--- src/rtl/sub_pkg.sv ---
// Shared definitions for the pipelined subtractor: default geometry and the
// payload carried from stage 1 to stage 2.
package sub_pkg;

    localparam int DEF_WIDTH = 64;
    localparam int DEF_SPLIT = 32;
    localparam int DEF_HI    = DEF_WIDTH - DEF_SPLIT;

    // Everything stage 2 needs to finish the subtraction. The high operand
    // slices travel raw, and the low-slice carry links the two halves of the
    // carry chain. The sign bits are kept separately so the overflow
    // expression reads directly in terms of the operand signs.
    typedef struct packed {
        logic [DEF_SPLIT-1:0] lo_diff;
        logic                 lo_carry;
        logic [DEF_HI-1:0]    a_hi;
        logic [DEF_HI-1:0]    b_hi;
        logic                 a_sign;
        logic                 b_sign;
    } s1_payload_t;

endpackage

--- src/rtl/sub_slice_str.sv ---
// Combinational N-bit subtract slice computed as a + ~b + cin.
// cout is the carry out of the slice. Its inverse is the borrow out.
module sub_slice_str #(
    parameter int N = 32
) (
    input  logic [N-1:0] a,
    input  logic [N-1:0] b,
    input  logic         cin,
    output logic [N-1:0] diff,
    output logic         cout
);

    // One extended-width add gives both the slice result and its carry out.
    assign {cout, diff} = {1'b0, a} + {1'b0, ~b} + {{N{1'b0}}, cin};

endmodule

--- src/rtl/pipelined_sub_str.sv ---
// Two-stage pipelined subtractor: diff = a - b - borrow_in.
// Stage 1 computes the low SPLIT bits and registers the carry between the two
// halves. Stage 2 finishes the high slice and drives the registered outputs.
//
// Handshake: a transfer happens on a rising edge where valid && ready are
// both high. The producer holds a, b and borrow_in stable while
// in_valid && !in_ready. The outputs hold stable while
// out_valid && !out_ready. in_ready depends only on internal state and
// out_ready. It has no combinational path from in_valid.
//
// The stage-1 payload uses the package type, so WIDTH and SPLIT must match
// DEF_WIDTH and DEF_SPLIT.
module pipelined_sub_str
    import sub_pkg::*;
#(
    parameter int WIDTH = DEF_WIDTH,
    parameter int SPLIT = DEF_SPLIT
) (
    input  logic             clk,
    input  logic             rst_n,
    input  logic             in_valid,
    output logic             in_ready,
    input  logic [WIDTH-1:0] a,
    input  logic [WIDTH-1:0] b,
    input  logic             borrow_in,
    output logic             out_valid,
    input  logic             out_ready,
    output logic [WIDTH-1:0] diff,
    output logic             borrow_out,
    output logic             overflow
);

    localparam int HI = WIDTH - SPLIT;

    logic              s1_valid;
    s1_payload_t       s1_q;
    logic [SPLIT-1:0]  lo_diff;
    logic              lo_carry;
    logic [HI-1:0]     hi_diff;
    logic              hi_carry;
    logic              advance2;
    logic              accept;

    // Stage 2 takes the stage-1 contents whenever the output register is
    // free or is being emptied this cycle. Stage 1 can then refill in the
    // same cycle, so no bubbles are inserted.
    assign advance2 = s1_valid && (!out_valid || out_ready);
    assign in_ready = !s1_valid || advance2;
    assign accept   = in_valid && in_ready;

    // The carry into bit 0 is the inverted borrow in.
    sub_slice_str #(.N(SPLIT)) u_lo (
        .a    (a[SPLIT-1:0]),
        .b    (b[SPLIT-1:0]),
        .cin  (~borrow_in),
        .diff (lo_diff),
        .cout (lo_carry)
    );

    // The high slice continues the carry chain from the registered low carry.
    sub_slice_str #(.N(HI)) u_hi (
        .a    (s1_q.a_hi),
        .b    (s1_q.b_hi),
        .cin  (s1_q.lo_carry),
        .diff (hi_diff),
        .cout (hi_carry)
    );

    // Stage 1 register: capture the low result and the high operands on accept.
    always_ff @(posedge clk) begin
        if (!rst_n) begin
            s1_valid <= 1'b0;
            s1_q     <= '0;
        end else if (accept) begin
            s1_valid      <= 1'b1;
            s1_q.lo_diff  <= lo_diff;
            s1_q.lo_carry <= lo_carry;
            s1_q.a_hi     <= a[WIDTH-1:SPLIT];
            s1_q.b_hi     <= b[WIDTH-1:SPLIT];
            s1_q.a_sign   <= a[WIDTH-1];
            s1_q.b_sign   <= b[WIDTH-1];
        end else if (advance2) begin
            s1_valid <= 1'b0;
        end
    end

    // Output register: load the full result when stage 1 advances, and drop
    // valid once the consumer has taken the result and nothing replaces it.
    always_ff @(posedge clk) begin
        if (!rst_n) begin
            out_valid  <= 1'b0;
            diff       <= '0;
            borrow_out <= 1'b0;
            overflow   <= 1'b0;
        end else if (advance2) begin
            out_valid  <= 1'b1;
            diff       <= {hi_diff, s1_q.lo_diff};
            borrow_out <= ~hi_carry;
            overflow   <= (s1_q.a_sign != s1_q.b_sign) && (hi_diff[HI-1] != s1_q.a_sign);
        end else if (out_valid && out_ready) begin
            out_valid <= 1'b0;
        end
    end

endmodule

--- config.mk ---
export PLATFORM = sky130hd
export DESIGN_NAME = pipelined_sub_str
export DESIGN_NICKNAME = d
export VERILOG_FILES = /design/src/rtl/sub_pkg.sv /design/src/rtl/sub_slice_str.sv /design/src/rtl/pipelined_sub_str.sv
export SDC_FILE = /design/constraint.sdc
export NUM_CORES = 1
export LEC_CHECK = 0
export CAP_MARGIN = 20
export CELL_PAD_IN_SITES_DETAIL_PLACEMENT = 1
export CELL_PAD_IN_SITES_GLOBAL_PLACEMENT = 1
export CORE_ASPECT_RATIO = 1.75
export CORE_MARGIN = 4
export CORE_UTILIZATION = 25
export CTS_BUF_LIST = sky130_fd_sc_hd__clkbuf_8
export DETAILED_ROUTE_END_ITERATION = 8
export MAX_ROUTING_LAYER = met4
export PLACE_DENSITY = 0.55
export REMOVE_ABC_BUFFERS = 1
export SKIP_LAST_GASP = 1
export SYNTH_ARGS = -nofsm -noshare
export SYNTH_HDL_FRONTEND = slang
export SYNTH_HIERARCHICAL = 1
export SYNTH_SLANG_ARGS = --single-unit
--- constraint.sdc ---
create_clock -name clk -period 3.9 [get_ports clk]
set_input_delay 0.78 -clock clk [delete_from_list [all_inputs] [get_ports clk]]
set_output_delay 0.78 -clock clk [all_outputs]
set_load 0.005 [all_outputs]
==> reports/qor.txt <==
Result of the run: complete, no violations
Fraction of final layout cells sized beyond drive strength 1: 0.0472
Number of global-route vias before repair: 9937
Die Span X: 160 µm
Last weighted congestion value of the routability-driven placer: 0.781
Most area-consuming cells after synthesis: sky130_fd_sc_hd__dfxtp_1, sky130_fd_sc_hd__mux2i_1, sky130_fd_sc_hd__nand2_1, sky130_fd_sc_hd__ha_1, sky130_fd_sc_hd__a21oi_1
Buffers on Ports: 200
Worst-Margin Slew: 0.885 ns
Io pins: 201
Bufs and invs on worst path: 2
Crit share post-route: 0.935
Final setup violating endpoints: 0
Distinct cells, synth: 63
Die Y: 273 µm
Area growth syn-to-layout: 27.7%
Peak fanout along the critical path: 3
Clock tree from TritonCTS: done
Routed wire per std cell: 17.3 µm
Skew-Pair Late Insertion Delay: 0.51 ns
Setup ws final: 0.255 ns
Power per unit of standard cell area: 363 mW/mm²
Largest delay share family, worst path: compound AO/OA/AOI/OAI gates
Max-slew violation count: 0
MaxCap Viol Count: 0
Gates resized, CTS repair: 0
Highest achievable clock rate: 0.274 GHz
Min Clock Period, post-route: 3.64 ns
Post-placement cell area: 0.0124 mm²
Required @ worst endpoint: 4.33 ns
Post-route ant nets: 0
Clock sink count: 165
Slowest stage cell on the critical path: sky130_fd_sc_hd__fa_1
Number of buffers inserted by post-CTS setup repair: 0
Data arrival time of the critical path: 4.08 ns
Detailed-route vias per instance: 4.84
Warning count from the yosys run: 6
Die Area: 0.0436 mm²
Worst slew slack as a fraction of its limit: 0.410
Setup TNS Final: 0 ns
# nets final: 1629
Placement row count: 96
Final Hold Vio Count: 0
Count of unresolved DRC violations after routing: 0
Area of the mapped netlist: 0.0100 mm²
Number of synthesized register bits: 165
Total CTS buffers: 17
Leakage component of the power: 5.33 nW
Worst min-delay path category: reg2reg
First-pass GRT wire length: 53400 µm
Peak supply drop: 0.138 mV
Number of H-tree branching levels: 4
Vias: 9370
Register clock-pin slew on the reported worst setup and hold paths: 0.10 ns
Post-synth ARST share: 0
EDFF count, synth: 0
Core area: 0.0395 mm²
Number of antenna violations at the first check in global routing: 2
Sequence of cells on the critical path: clkdlybuf4s50_1 -> inv_1 -> fa_1 -> fa_1 -> nand2b_1 -> a211oi_2 -> o21ai_1 -> o21ai_1 -> a41oi_1 -> a311oi_1 -> xor2_1 -> nand2_1 -> mux2i_1
Largest net degree at the start of global routing: 194
Pre-CTS setup slack: -0.292 ns
Final worst clock skew: 0.0207 ns
Worst path max stage delay: 0.46 ns
Number of hold buffers added after CTS: 0
Fill cell count: 4711
First-pass DRT Iterations: 4
Starting density of the core: 0.254
Largest buffer count on any clock path: 2
Mean cell area of the mapped netlist: 7.88 µm²
Worst setup path class: in2reg
Total grt overflow: 0
Cell at the root of the clock tree: sky130_fd_sc_hd__clkbuf_8
Design area: 0.0128 mm²
Top flip-flop cell by instance count after synthesis: sky130_fd_sc_hd__dfxtp_1
Global routing usage summed across all routing layers: 0.156
Cell type with the largest total area after synthesis: sky130_fd_sc_hd__dfxtp_1
Post-DP HPWL: 24500 µm
Portion of the post-synthesis area used by sequential elements: 0.329
RSZ-0062 raised after global routing: false
Area share of the largest cell type after synthesis: 0.329
Kind of start point of the critical path: input pin
1st-iter DRT viols: 314
DRT Wirelength: 33400 µm
Post-synthesis instance total: 1275
Category of the worst setup path capture point: flop
through the flow:
stage	util	instances	power (mW)	hold slack (ns)
6_report	0.325	1934	4.65	0.461
5_1_grt	0.325	1934	4.97	0.485
4_1_cts	0.325	1932	4.76	0.465
3_5_place_dp	0.314	1901	3.37	0.448
3_3_place_gp	0.314	1901	3.35	0.443
2_1_floorplan	-	1195	2.81	0.435
path summary, 6_finish.rpt:
kind	startpoint	endpoint	slack, ns	cells after the start
setup / recovery	a[0]	s1_q[93]	0.26	13
hold / removal	s1_q[92]	s1_q[92]	0.46	2
setup reg to reg	s1_q[16]	overflow	0.60	12
hold reg to reg	s1_q[92]	s1_q[92]	0.46	2
registers in the layout (all words and copies together) (netlist names):
| register | cells |
|---|---|
| s1_q | 97 |
| out_valid | 1 |
| diff | 64 |
| borrow_out | 1 |
| overflow | 1 |
| s1_valid | 1 |
where the power goes:
part / total (mW) / internal [mW] / switching, mW / leakage (nW)
registers: 1.90 / 1.82 / 0.0810 / 1.36
clock network: 1.35 / 0.643 / 0.706 / 0.198
logic: 1.41 / 0.666 / 0.742 / 3.78
total: 4.65 / 3.13 / 1.53 / 5.33
logic make-up (layout without fill, tap and decap cells):
logic type	after synthesis	after routing	share of synthesized area
simple gates	392	392	0.170
mux	98	98	0.0976
flops	165	165	0.329
compound gates	330	330	0.195
fa+ha+maj	66	66	0.0852
buf+inv	167	334	0.0743
other cells	0	2	0
xor+xnor	57	57	0.0497
worst min-delay path, stage by stage, from the launching register on:
cell and delay [ns]:
sky130_fd_sc_hd__dfxtp_1 0.32, sky130_fd_sc_hd__nand2_1 0.05, sky130_fd_sc_hd__mux2i_1 0.05
cells in the final DEF, fill, tap and decap left out, types with 4 or more instances in the layout:
master                            synthesis  final
sky130_fd_sc_hd__o21ai_1                 14     14
sky130_fd_sc_hd__clkinvlp_4               0      4
sky130_fd_sc_hd__nor2_1                  31     31
sky130_fd_sc_hd__o211ai_1                 6      6
sky130_fd_sc_hd__nor3_1                   9      9
sky130_fd_sc_hd__nand2b_1                15     14
sky130_fd_sc_hd__fa_1                     4      4
sky130_fd_sc_hd__mux2i_1                 98     98
sky130_fd_sc_hd__xnor2_1                 34     34
sky130_fd_sc_hd__buf_4                    7     13
sky130_fd_sc_hd__ha_1                    62     62
sky130_fd_sc_hd__clkbuf_8                 0     18
sky130_fd_sc_hd__o21ai_0                 83     83
sky130_fd_sc_hd__o21a_1                   5      5
sky130_fd_sc_hd__a21oi_1                135    135
sky130_fd_sc_hd__a21o_2                   4      4
sky130_fd_sc_hd__nand4_1                  8      8
sky130_fd_sc_hd__dfxtp_1                165    164
sky130_fd_sc_hd__a31oi_1                 11     11
sky130_fd_sc_hd__o21bai_1                 6      6
sky130_fd_sc_hd__inv_1                   85     86
sky130_fd_sc_hd__nand2_1                239    239
sky130_fd_sc_hd__a211o_1                  4      4
sky130_fd_sc_hd__xor2_1                  23     23
sky130_fd_sc_hd__a211oi_1                 5      5
sky130_fd_sc_hd__a21o_1                  24     24
sky130_fd_sc_hd__nor2b_1                  6      6
sky130_fd_sc_hd__clkdlybuf4s50_1          0    199
sky130_fd_sc_hd__nand3_1                 71     71
area by class of cell:
cell class	instances	area, µm²	area share
diodes	2	5.00	0.000390
clock buffers	18	248	0.0193
clock inverters	13	160	0.0125
inverters	87	327	0.0254
multi-input cells	943	6020	0.469
flip-flops and latches	165	3300	0.257
well taps	490	613	0.0478
repair buffers	216	2160	0.168
cell usage after synthesis (all sizes together), types with 4 or more instances:
library cell / number
buf: 31
ha: 62
o211ai: 6
mux2i: 98
xor2: 23
clkbuf: 49
nand2: 239
nor2b: 7
a21oi: 137
a211oi: 6
nand3: 71
o21ai: 97
nor2: 31
inv: 87
o21bai: 6
nand2b: 15
nand4: 8
o21a: 5
a31oi: 11
a21o: 28
a211o: 4
xnor2: 34
nor3: 9
fa: 4
dfxtp: 165
layer usage:
layer	up-vias	GRT usage	share of wire
met3	40	0.0234	0.027
li1	4682	-	-
met2	170	0.297	0.54
met4	0	0.0599	0.033
met5	-	-	0
met1	4478	0.161	0.40
Note: power is estimated with default switching activity, not from simulation.
